===== config.mk =====
export PLATFORM = sky130hd
export DESIGN_NAME = rc4_keystream_xor
export DESIGN_NICKNAME = d
export VERILOG_FILES = /design/src/rtl/rc4_pkg.sv /design/src/rtl/rc4_key_fifo.sv /design/src/rtl/rc4_keystream_xor.sv
export SDC_FILE = /design/constraint.sdc
export NUM_CORES = 1
export LEC_CHECK = 0
export CORE_ASPECT_RATIO = 1.75
export CORE_MARGIN = 2
export CORE_UTILIZATION = 53
export DETAILED_ROUTE_END_ITERATION = 8
export PLACE_DENSITY = 0.8
export SYNTH_ARGS = -nofsm -noshare
export SYNTH_HDL_FRONTEND = slang
export SYNTH_SLANG_ARGS = --single-unit

===== constraint.sdc =====
create_clock -name clk -period 3.2 [get_ports clk]
set_clock_uncertainty 0.2 [all_clocks]
set_input_delay 0.48 -clock clk [delete_from_list [all_inputs] [get_ports clk]]
set_output_delay 0.48 -clock clk [all_outputs]
set_load 0.1 [all_outputs]

===== src/rtl/rc4_pkg.sv =====
// Shared definitions for the RC4 keystream XOR block.
//   DW_DEFAULT         default data/key word width
//   KEY_DEPTH_DEFAULT  default keystream FIFO depth
//   occ_state_e        keystream FIFO occupancy state encoding
package rc4_pkg;

  localparam int unsigned DW_DEFAULT        = 32;
  localparam int unsigned KEY_DEPTH_DEFAULT = 4;

  typedef enum logic [1:0] {
    OccEmpty   = 2'd0,
    OccPartial = 2'd1,
    OccFull    = 2'd2
  } occ_state_e;

endpackage


===== src/rtl/rc4_key_fifo.sv =====
// Keystream FIFO: storage array, wrapping read/write pointers, occupancy counter and
// occupancy state. Full/empty come only from the registered occupancy, never from
// pointer comparison.
// Ports:
//   clk, reset     clock, asynchronous active-low reset
//   flush          synchronous clear of pointers and occupancy (wins over push/pop)
//   push/push_data write one key at the write pointer
//   pop            retire the head key
//   head           head key, read combinationally
//   level          current occupancy
//   full/empty     registered-occupancy flags
module rc4_key_fifo
  import rc4_pkg::*;
#(
  parameter int unsigned Depth = KEY_DEPTH_DEFAULT,
  parameter int unsigned Width = DW_DEFAULT,
  localparam int unsigned PtrW = $clog2(Depth),
  localparam int unsigned LvlW = PtrW + 1
) (
  input  logic             clk,
  input  logic             reset,
  input  logic             flush,
  input  logic             push,
  input  logic [Width-1:0] push_data,
  input  logic             pop,
  output logic [Width-1:0] head,
  output logic [LvlW-1:0]  level,
  output logic             full,
  output logic             empty
);

  logic [Width-1:0] mem_q [Depth];
  logic [PtrW-1:0]  wptr_q, wptr_d;
  logic [PtrW-1:0]  rptr_q, rptr_d;
  logic [LvlW-1:0]  count_q, count_d;
  occ_state_e       state_q, state_d;
  logic             push_ok, pop_ok;

  // Never overrun or underrun, even if the caller misqualifies a request.
  assign push_ok = push && (state_q != OccFull) && !flush;
  assign pop_ok  = pop && (state_q != OccEmpty) && !flush;

  always_comb begin
    wptr_d  = wptr_q;
    rptr_d  = rptr_q;
    count_d = count_q;
    if (flush) begin
      wptr_d  = '0;
      rptr_d  = '0;
      count_d = '0;
    end else begin
      // Depth is a power of two, so natural pointer overflow is the modulo wrap.
      if (push_ok) wptr_d = wptr_q + 1'b1;
      if (pop_ok)  rptr_d = rptr_q + 1'b1;
      unique case ({push_ok, pop_ok})
        2'b10:   count_d = count_q + 1'b1;
        2'b01:   count_d = count_q - 1'b1;
        default: count_d = count_q;
      endcase
    end
  end

  // Occupancy state follows the next occupancy so it always matches count_q.
  always_comb begin
    state_d = OccPartial;
    if (count_d == '0) begin
      state_d = OccEmpty;
    end else if (count_d == LvlW'(Depth)) begin
      state_d = OccFull;
    end
  end

  always_ff @(posedge clk or negedge reset) begin
    if (!reset) begin
      wptr_q  <= '0;
      rptr_q  <= '0;
      count_q <= '0;
      state_q <= OccEmpty;
    end else begin
      wptr_q  <= wptr_d;
      rptr_q  <= rptr_d;
      count_q <= count_d;
      state_q <= state_d;
    end
  end

  // Storage needs no reset: entries are only read when occupancy says they are valid.
  always_ff @(posedge clk) begin
    if (push_ok) begin
      mem_q[wptr_q] <= push_data;
    end
  end

  assign head  = mem_q[rptr_q];
  assign level = count_q;
  assign full  = (state_q == OccFull);
  assign empty = (state_q == OccEmpty);

endmodule


===== src/rtl/rc4_keystream_xor.sv =====
// Buffers RC4 keystream words and XORs one into each accepted data word (encrypt and
// decrypt are the same operation). Result is registered: one-cycle latency, full
// throughput, and the output holds under backpressure.
// Ports:
//   clk, reset            clock, asynchronous active-low reset
//   flush                 synchronous keystream resync; blocks all handshakes that cycle
//   bypass                per word: pass data unmodified and consume no key
//   key_valid/key_in/key_ready     keystream input stream
//   data_valid/data_in/data_ready  data input stream
//   out_valid/out_data/out_ready   result stream
//   key_level             keystream FIFO occupancy
//   word_count            keyed words processed (only with RC4_XOR_WORD_COUNT_EN)
// Optional feature macro: RC4_XOR_WORD_COUNT_EN
module rc4_keystream_xor
  import rc4_pkg::*;
#(
  parameter int unsigned KEY_DEPTH = KEY_DEPTH_DEFAULT,
  parameter int unsigned DW        = DW_DEFAULT,
  localparam int unsigned LvlW     = $clog2(KEY_DEPTH) + 1
) (
  input  logic            clk,
  input  logic            reset,
  input  logic            flush,
  input  logic            bypass,
  input  logic            key_valid,
  input  logic [DW-1:0]   key_in,
  output logic            key_ready,
  input  logic            data_valid,
  input  logic [DW-1:0]   data_in,
  output logic            data_ready,
  output logic            out_valid,
  output logic [DW-1:0]   out_data,
  input  logic            out_ready,
`ifdef RC4_XOR_WORD_COUNT_EN
  output logic [15:0]     word_count,
`endif
  output logic [LvlW-1:0] key_level
);

  logic          active_q;
  logic          fifo_full, fifo_empty;
  logic [DW-1:0] head_key;
  logic          key_push, key_pop, data_hs;
  logic          out_valid_q, out_valid_d;
  logic [DW-1:0] out_data_q, out_data_d;

  // Holds key_ready low until the first clock edge after reset deasserts.
  always_ff @(posedge clk or negedge reset) begin
    if (!reset) begin
      active_q <= 1'b0;
    end else begin
      active_q <= 1'b1;
    end
  end

  assign key_ready  = active_q && !fifo_full && !flush;
  assign data_ready = !flush && (bypass || !fifo_empty) && (!out_valid_q || out_ready);
  assign key_push   = key_valid && key_ready;
  assign data_hs    = data_valid && data_ready;
  assign key_pop    = data_hs && !bypass;

  rc4_key_fifo #(
    .Depth (KEY_DEPTH),
    .Width (DW)
  ) u_key_fifo (
    .clk       (clk),
    .reset     (reset),
    .flush     (flush),
    .push      (key_push),
    .push_data (key_in),
    .pop       (key_pop),
    .head      (head_key),
    .level     (key_level),
    .full      (fifo_full),
    .empty     (fifo_empty)
  );

  always_comb begin
    out_valid_d = out_valid_q;
    out_data_d  = out_data_q;
    if (data_hs) begin
      out_valid_d = 1'b1;
      out_data_d  = bypass ? data_in : (data_in ^ head_key);
    end else if (out_ready) begin
      // Drained with nothing new: drop valid, keep the last word visible.
      out_valid_d = 1'b0;
    end
  end

  always_ff @(posedge clk or negedge reset) begin
    if (!reset) begin
      out_valid_q <= 1'b0;
      out_data_q  <= '0;
    end else begin
      out_valid_q <= out_valid_d;
      out_data_q  <= out_data_d;
    end
  end

  assign out_valid = out_valid_q;
  assign out_data  = out_data_q;

`ifdef RC4_XOR_WORD_COUNT_EN
  logic [15:0] wcount_q;

  always_ff @(posedge clk or negedge reset) begin
    if (!reset) begin
      wcount_q <= '0;
    end else if (flush) begin
      wcount_q <= '0;
    end else if (key_pop) begin
      wcount_q <= wcount_q + 16'd1;
    end
  end

  assign word_count = wcount_q;
`endif

endmodule

======== Word-level counts from Yosys, hierarchy flattened ========
Memory sizes are Yosys's and may differ from the RTL's.
Index checks and enable logic that the tools add are counted.
storage, ports and cells
  flip-flop bits (word level) ............. 43
  bits in writable memories ............... 128
  input port bits ......................... 71
  output and inout bits ................... 38
  word-level logic and storage cells ...... 55
  memories ................................ 1
memory list
  memory            words  bits a word  read ports  clocked after Yosys merged registers in  wr ports  RTL line            RTL
  u_key_fifo.mem_q  4      32           1           0                                        1         rc4_key_fifo.sv:32  logic [Width-1:0] mem_q [Depth];
cells by class
  add/subtract/negate cells ............... 4
  equal/unequal tests ..................... 5
  mux-type cells .......................... 13
  bitwise gates (word level) .............. 1
  reduce and logical (&&, ||, !) cells .... 24
operator list
  kind                   count
  $mux W32               1
  $xor A32 B32 Y32       1
  $mux W2                6
  $logic_and A1 B1 Y1    11
  $reduce_bool A2 Y1     4
  $pmux W3 S2            1
  $logic_not A1 Y1       5
  $add A2 B1 Y2 const B  2
  $eq A2 B2 Y1 const B   2
  $mux W1                4
  $add A3 B1 Y3 const B  1
  $eq A3 B3 Y1 const B   1
  $logic_not A3 Y1       1
  $mux W3                1
  $sub A3 B1 Y3 const B  1
  $eq A2 B1 Y1 const B   1
  $logic_not A2 Y1       1
  $logic_or A1 B1 Y1     2
  $ne A2 B2 Y1 const B   1

======== Logic depth before layout (Yosys ltp) ========
  depth in word-level cells ............... 15
  mapped depth ............................ 9
  gate-level depth less buffers ........... 9

======== By module ========
From an unflattened synthesis, not the netlist that was laid out.
second synthesis, totals
  cells, all modules ...................... 367
  area, all modules ....................... 7,003.0 µm²
by module, submodules not included
  module             instances  cells an instance  area each (µm²)  seq. area each (µm²)
  rc4_key_fifo       1          222                5,192.5          4,068.9
  rc4_keystream_xor  1          145                1,810.5          850.8

======== Least setup slack after synthesis ========
Ideal clock, no wire load.
  path type ............................... register -> register
  from .................................... reg u_key_fifo.state_q[1]
  to ...................................... reg u_key_fifo.state_q[1]
  library setup time ...................... 0.087 ns
  data arrival time ....................... 3.311 ns
  required time ........................... 2.913 ns
  setup slack ............................. -0.398 ns
  cell stages (with the launch flop) ...... 10
  path buffers ............................ 0
  period minus slack after synthesis ...... 3.598 ns
  cell sequence ........................... dfrtp_1 nor2b_1 nor3b_2 nand2_1 ha_1 fa_1 xnor2_1 nor2_1 xnor2_1 nor3_1
between the ends
  elaborated cells on any way between the ends .. 26
  those cells by class .................... eq/ne: 5; mux: 4; reduce/logical: 17
RTL lines
  element                                       RTL line                 RTL
  start, declared                               rc4_key_fifo.sv:36       occ_state_e state_q, state_d;
  start signal, assigned                        rc4_key_fifo.sv:78       state_q <= OccEmpty;
  start signal, assigned                        rc4_key_fifo.sv:83       state_q <= state_d;
  $eq A2 B2 Y1 *                                rc4_key_fifo.sv:96       assign full = (state_q == OccFull);
  $logic_not A1 Y1 *                            rc4_keystream_xor.sv:56  assign key_ready = active_q && !fifo_full && !flush;
  $logic_and A1 B1 Y1 * (2 in a row)            rc4_keystream_xor.sv:56
  net key_ready                                 rc4_keystream_xor.sv:27  output logic key_ready,
  $logic_and A1 B1 Y1 *                         rc4_keystream_xor.sv:58  assign key_push = key_valid && key_ready;
  $logic_and A1 B1 Y1 * (2 in a row)            rc4_key_fifo.sv:40       assign push_ok = push && (state_q != OccFull) && !flush;
  $eq A2 B1 Y1 or $eq A2 B2 Y1 (tied branches)  rc4_key_fifo.sv:55       unique case ({push_ok, pop_ok})
  $pmux W3 S2 *                                 rc4_key_fifo.sv:55
  $mux W3 *                                     rc4_key_fifo.sv:47       if (flush) begin
  $eq A3 B3 Y1                                  rc4_key_fifo.sv:68       end else if (count_d == LvlW'(Depth)) begin
  $mux W2                                       rc4_key_fifo.sv:68
  $mux W2 *                                     rc4_key_fifo.sv:66       if (count_d == '0) begin
  net u_key_fifo.state_d[1]                     rc4_key_fifo.sv:36
The timed path passes the listed nets; every way through them passes the cells marked *.
A chain may end at the register's enable or synchronous reset.

======== Worst setup path after layout ========
  from .................................... in flush
  to ...................................... reg u_key_fifo.state_q[1]
between the ends
  word-level cells in the longest chain between the ends .. 13
  elaborated cells on any way between the ends .. 19
  those cells by class .................... eq/ne: 3; mux: 4; reduce/logical: 12
RTL lines
  element                                       RTL line                 RTL
  start, declared                               rc4_keystream_xor.sv:23  input logic flush,
  $logic_not A1 Y1                              n/a
  $logic_and A1 B1 Y1 (2 in a row)              rc4_keystream_xor.sv:57  assign data_ready = !flush && (bypass || !fifo_empty) && (!out_valid_q || out_ready);
  $logic_and A1 B1 Y1                           rc4_keystream_xor.sv:59  assign data_hs = data_valid && data_ready;
  $logic_and A1 B1 Y1                           rc4_keystream_xor.sv:60  assign key_pop = data_hs && !bypass;
  $logic_and A1 B1 Y1 (2 in a row)              rc4_key_fifo.sv:41       assign pop_ok = pop && (state_q != OccEmpty) && !flush;
  $eq A2 B1 Y1 or $eq A2 B2 Y1 (tied branches)  rc4_key_fifo.sv:55
  $pmux W3 S2                                   rc4_key_fifo.sv:55
  $mux W3 *                                     rc4_key_fifo.sv:47
  $eq A3 B3 Y1                                  rc4_key_fifo.sv:68
  $mux W2                                       rc4_key_fifo.sv:68
  $mux W2 *                                     rc4_key_fifo.sv:66
  net u_key_fifo.state_d[1]                     rc4_key_fifo.sv:36
Marked as above.

==> impl_metrics.ini <==
[outcome]
outcome = finished, violations left
violations = negative hold slack

[cells_and_area]
final_cell_mix = edfxtp_1 (128), clkdlybuf4s50_1 (69), mux2i_1 (66)
layout_commonest_cell = edfxtp_1
diodes = 0
final_cells = 701
final_nets = 594
syn_to_final_growth_pct = 27.1
post-route-util_pct = 68.4
fillers = 901
drive_gt1_share_pct = 23.4

[clock_tree]
cts_resized = 0
cts_buffer_depth = 2
cts_setup_buffers = 0
ctsHtreeMaxLevel = 4
clock-sinks = 171
path_clk_slew_ns = 0.06
clk_latency_ns = 0.41
numCtsBuffers = 17
root_buffer = clkbuf_16
ctsHoldBuffers = 0
cts_tree = built

[power_and_ir_drop]
p_leak_nw = 3.14
power_mw = 6.20
irDropWorstVdd_v = 0.000461
power.density_mw_per_mm2 = 704

[logic_synthesis]
synth_cell_types = 29
syn_avg_cell_area_sq_um = 17.4
syn_nets = 474
postSynthCellCount = 397
syn-cell-area_sq_mm = 0.00692
ys_ff_latch = 171
yosys_warnings = 0
ys_seq_area_share_pct = 71.1

[placement]
place_hpwl_microns = 8710
place_inst = 669
gp_congestion = 0.759
io_buffers = 108

[worst_hold_path]
hold_class = in2async

[global_routing]
grt_usage_pct = 20.1
grt-ovfl-total = 0
grt_pass1_wl_microns = 20900
grt_max_degree = 35
grt_pass1_vias = 4061
antenna_found_initial = 0
grt_use_met2_pct = 38.4
grtUsageMet3_pct = 4.70
busiest_layer = met2
met1_usage_pct = 21.0

[timing]
holdWs_ns = -0.00847
setup_viol = 0
slew_violations = 0
hold_viol = 17
worst_pin_slew_ns = 0.898
period_needed_ns = 2.57
rsz0062_at_grt = no
period_share_pct = 80.3
slew-limit-headroom_pct = 40.1
fin_setup_tns_ns = 0
max_freq_mhz = 389

[detailed_routing]
drc = 0
firstDrtPassIters = 4
via_per_inst = 5.38
routedWlPerCell_microns = 19.1
drtIter0Drc = 213
drt_wl_total_microns = 13400
num_vias = 3773
ant_nets = 0

[worst_setup_path]
cpMostUsedCell = nor3_1
reg2reg_from = u_key_fifo.state_q[1]
slowest_stage = clkdlybuf4s50_1
path_buf_inv = 1
r2r_cells = 8
crit_type = in2reg
critPathCaptureType = register
critPathMaxStageDelay_ns = 0.54
reg2reg_to = u_key_fifo.state_q[1]
start_kind = input port
worstPathRequired_ns = 3.33
worstPathArrival_ns = 2.70
worstPathMaxFanout = 7
reg2reg_slack_ns = 0.83
crit_chain = clkdlybuf4s50_1 -> nand2b_1 -> nor4_2 -> ha_1 -> fa_1 -> nor3b_1 -> nor3_1 -> nor3_1
cp_top_family = simple AND/OR/NAND/NOR gates

[floorplan]
io_pins = 109
rows = 55
die_h_microns = 155
start_util_pct = 53.8
core_sq_mm = 0.0129
die_x_microns = 90.4
dieArea_sq_mm = 0.0140

[job]
cap_viol_max_count = 0
==> sequential cells by signal, summed over array words and instances (netlist names) <==
| signal | count |
|---|---|
| u_key_fifo.rptr_q | 2 |
| active_q | 1 |
| u_key_fifo.mem_q | 128 |
| u_key_fifo.wptr_q | 2 |
| u_key_fifo.state_q | 2 |
| out_data | 32 |
| out_valid | 1 |
| u_key_fifo.level | 3 |
==> cell type report <==
type,count,area [sq um],share of cell area [%]
Clock inverter,13,191,2.18
Multi-Input combinational cell,205,1860,21.1
Tap cell,171,214,2.43
Sequential cell,171,4920,56.0
Inverter,2,7.51,0.0853
Timing Repair Buffer,120,1170,13.3
Clock buffer,19,433,4.92
==> Yosys cell counts <==
cell type	n	share of area (%)
inv_1	2	0.11
clkbuf_2	1	0.072
nor2_1	8	0.43
mux2_1	1	0.16
dfrtp_1	43	16
conb_1	1	0.054
buf_4	3	0.33
nand2_2	1	0.090
nor3b_1	2	0.22
or2_1	1	0.090
nor4_2	2	0.36
nor2b_1	2	0.18
ha_1	5	0.90
o22ai_2	1	0.18
buf_2	6	0.43
nand2b_1	4	0.36
mux2_2	32	5.2
xnor2_1	4	0.51
and3_1	4	0.36
nor3_2	1	0.14
edfxtp_1	128	56
mux2i_1	66	9.5
nand2_1	1	0.054
nor3b_2	1	0.18
nor3_1	3	0.22
fa_1	1	0.29
xor2_1	33	4.2
buf_6	9	1.5
o22ai_1	31	2.8
==> routing by layer <==
layer / vias up / wire (microns)
met5: - / 0
met3: 17 / 443
met1: 1916 / 4910
met4: 0 / 217
met2: 100 / 7820
li1: 1740 / -
==> cells by family after synthesis <==
logic type      count (synthesis)  synth area share (%)
compound gates                 32                  2.98
other cells                     1                0.0542
xor+xnor                       37                  4.68
fa+ha+maj                       6                  1.19
simple gates                   30                  2.69
flops                         171                  71.1
buf+inv                        21                  2.40
mux                            99                  14.9
==> through the flow <==
stage               area (sq um)  worst slack (ns)
global route                8800             0.476
finish                      8800             0.632
detailed placement          8170             0.193
global placement            8170             0.339
floorplan                   6930            0.0737
CTS                         8800             0.630
==> power breakdown <==
part / internal, mW / switching, mW / total (mW)
Combinational: 0.367 / 1.10 / 1.46
Sequential: 2.53 / 0.0703 / 2.60
Clock: 1.32 / 0.815 / 2.13
==> how the worst max path moves through the flow <==
stage,endpoint,depth (start not counted),slack (ns),from
CTS,u_key_fifo.state_q[1],8,0.63,flush
detailed placement,u_key_fifo.state_q[1],8,0.19,flush
floorplan,u_key_fifo.state_q[1],9,0.07,u_key_fifo.state_q[1]
finish,u_key_fifo.state_q[1],8,0.63,flush
global route,u_key_fifo.state_q[1],8,0.48,flush
global placement,u_key_fifo.state_q[1],8,0.34,flush
No activity file was read; power rests on OpenSTA's default activity.
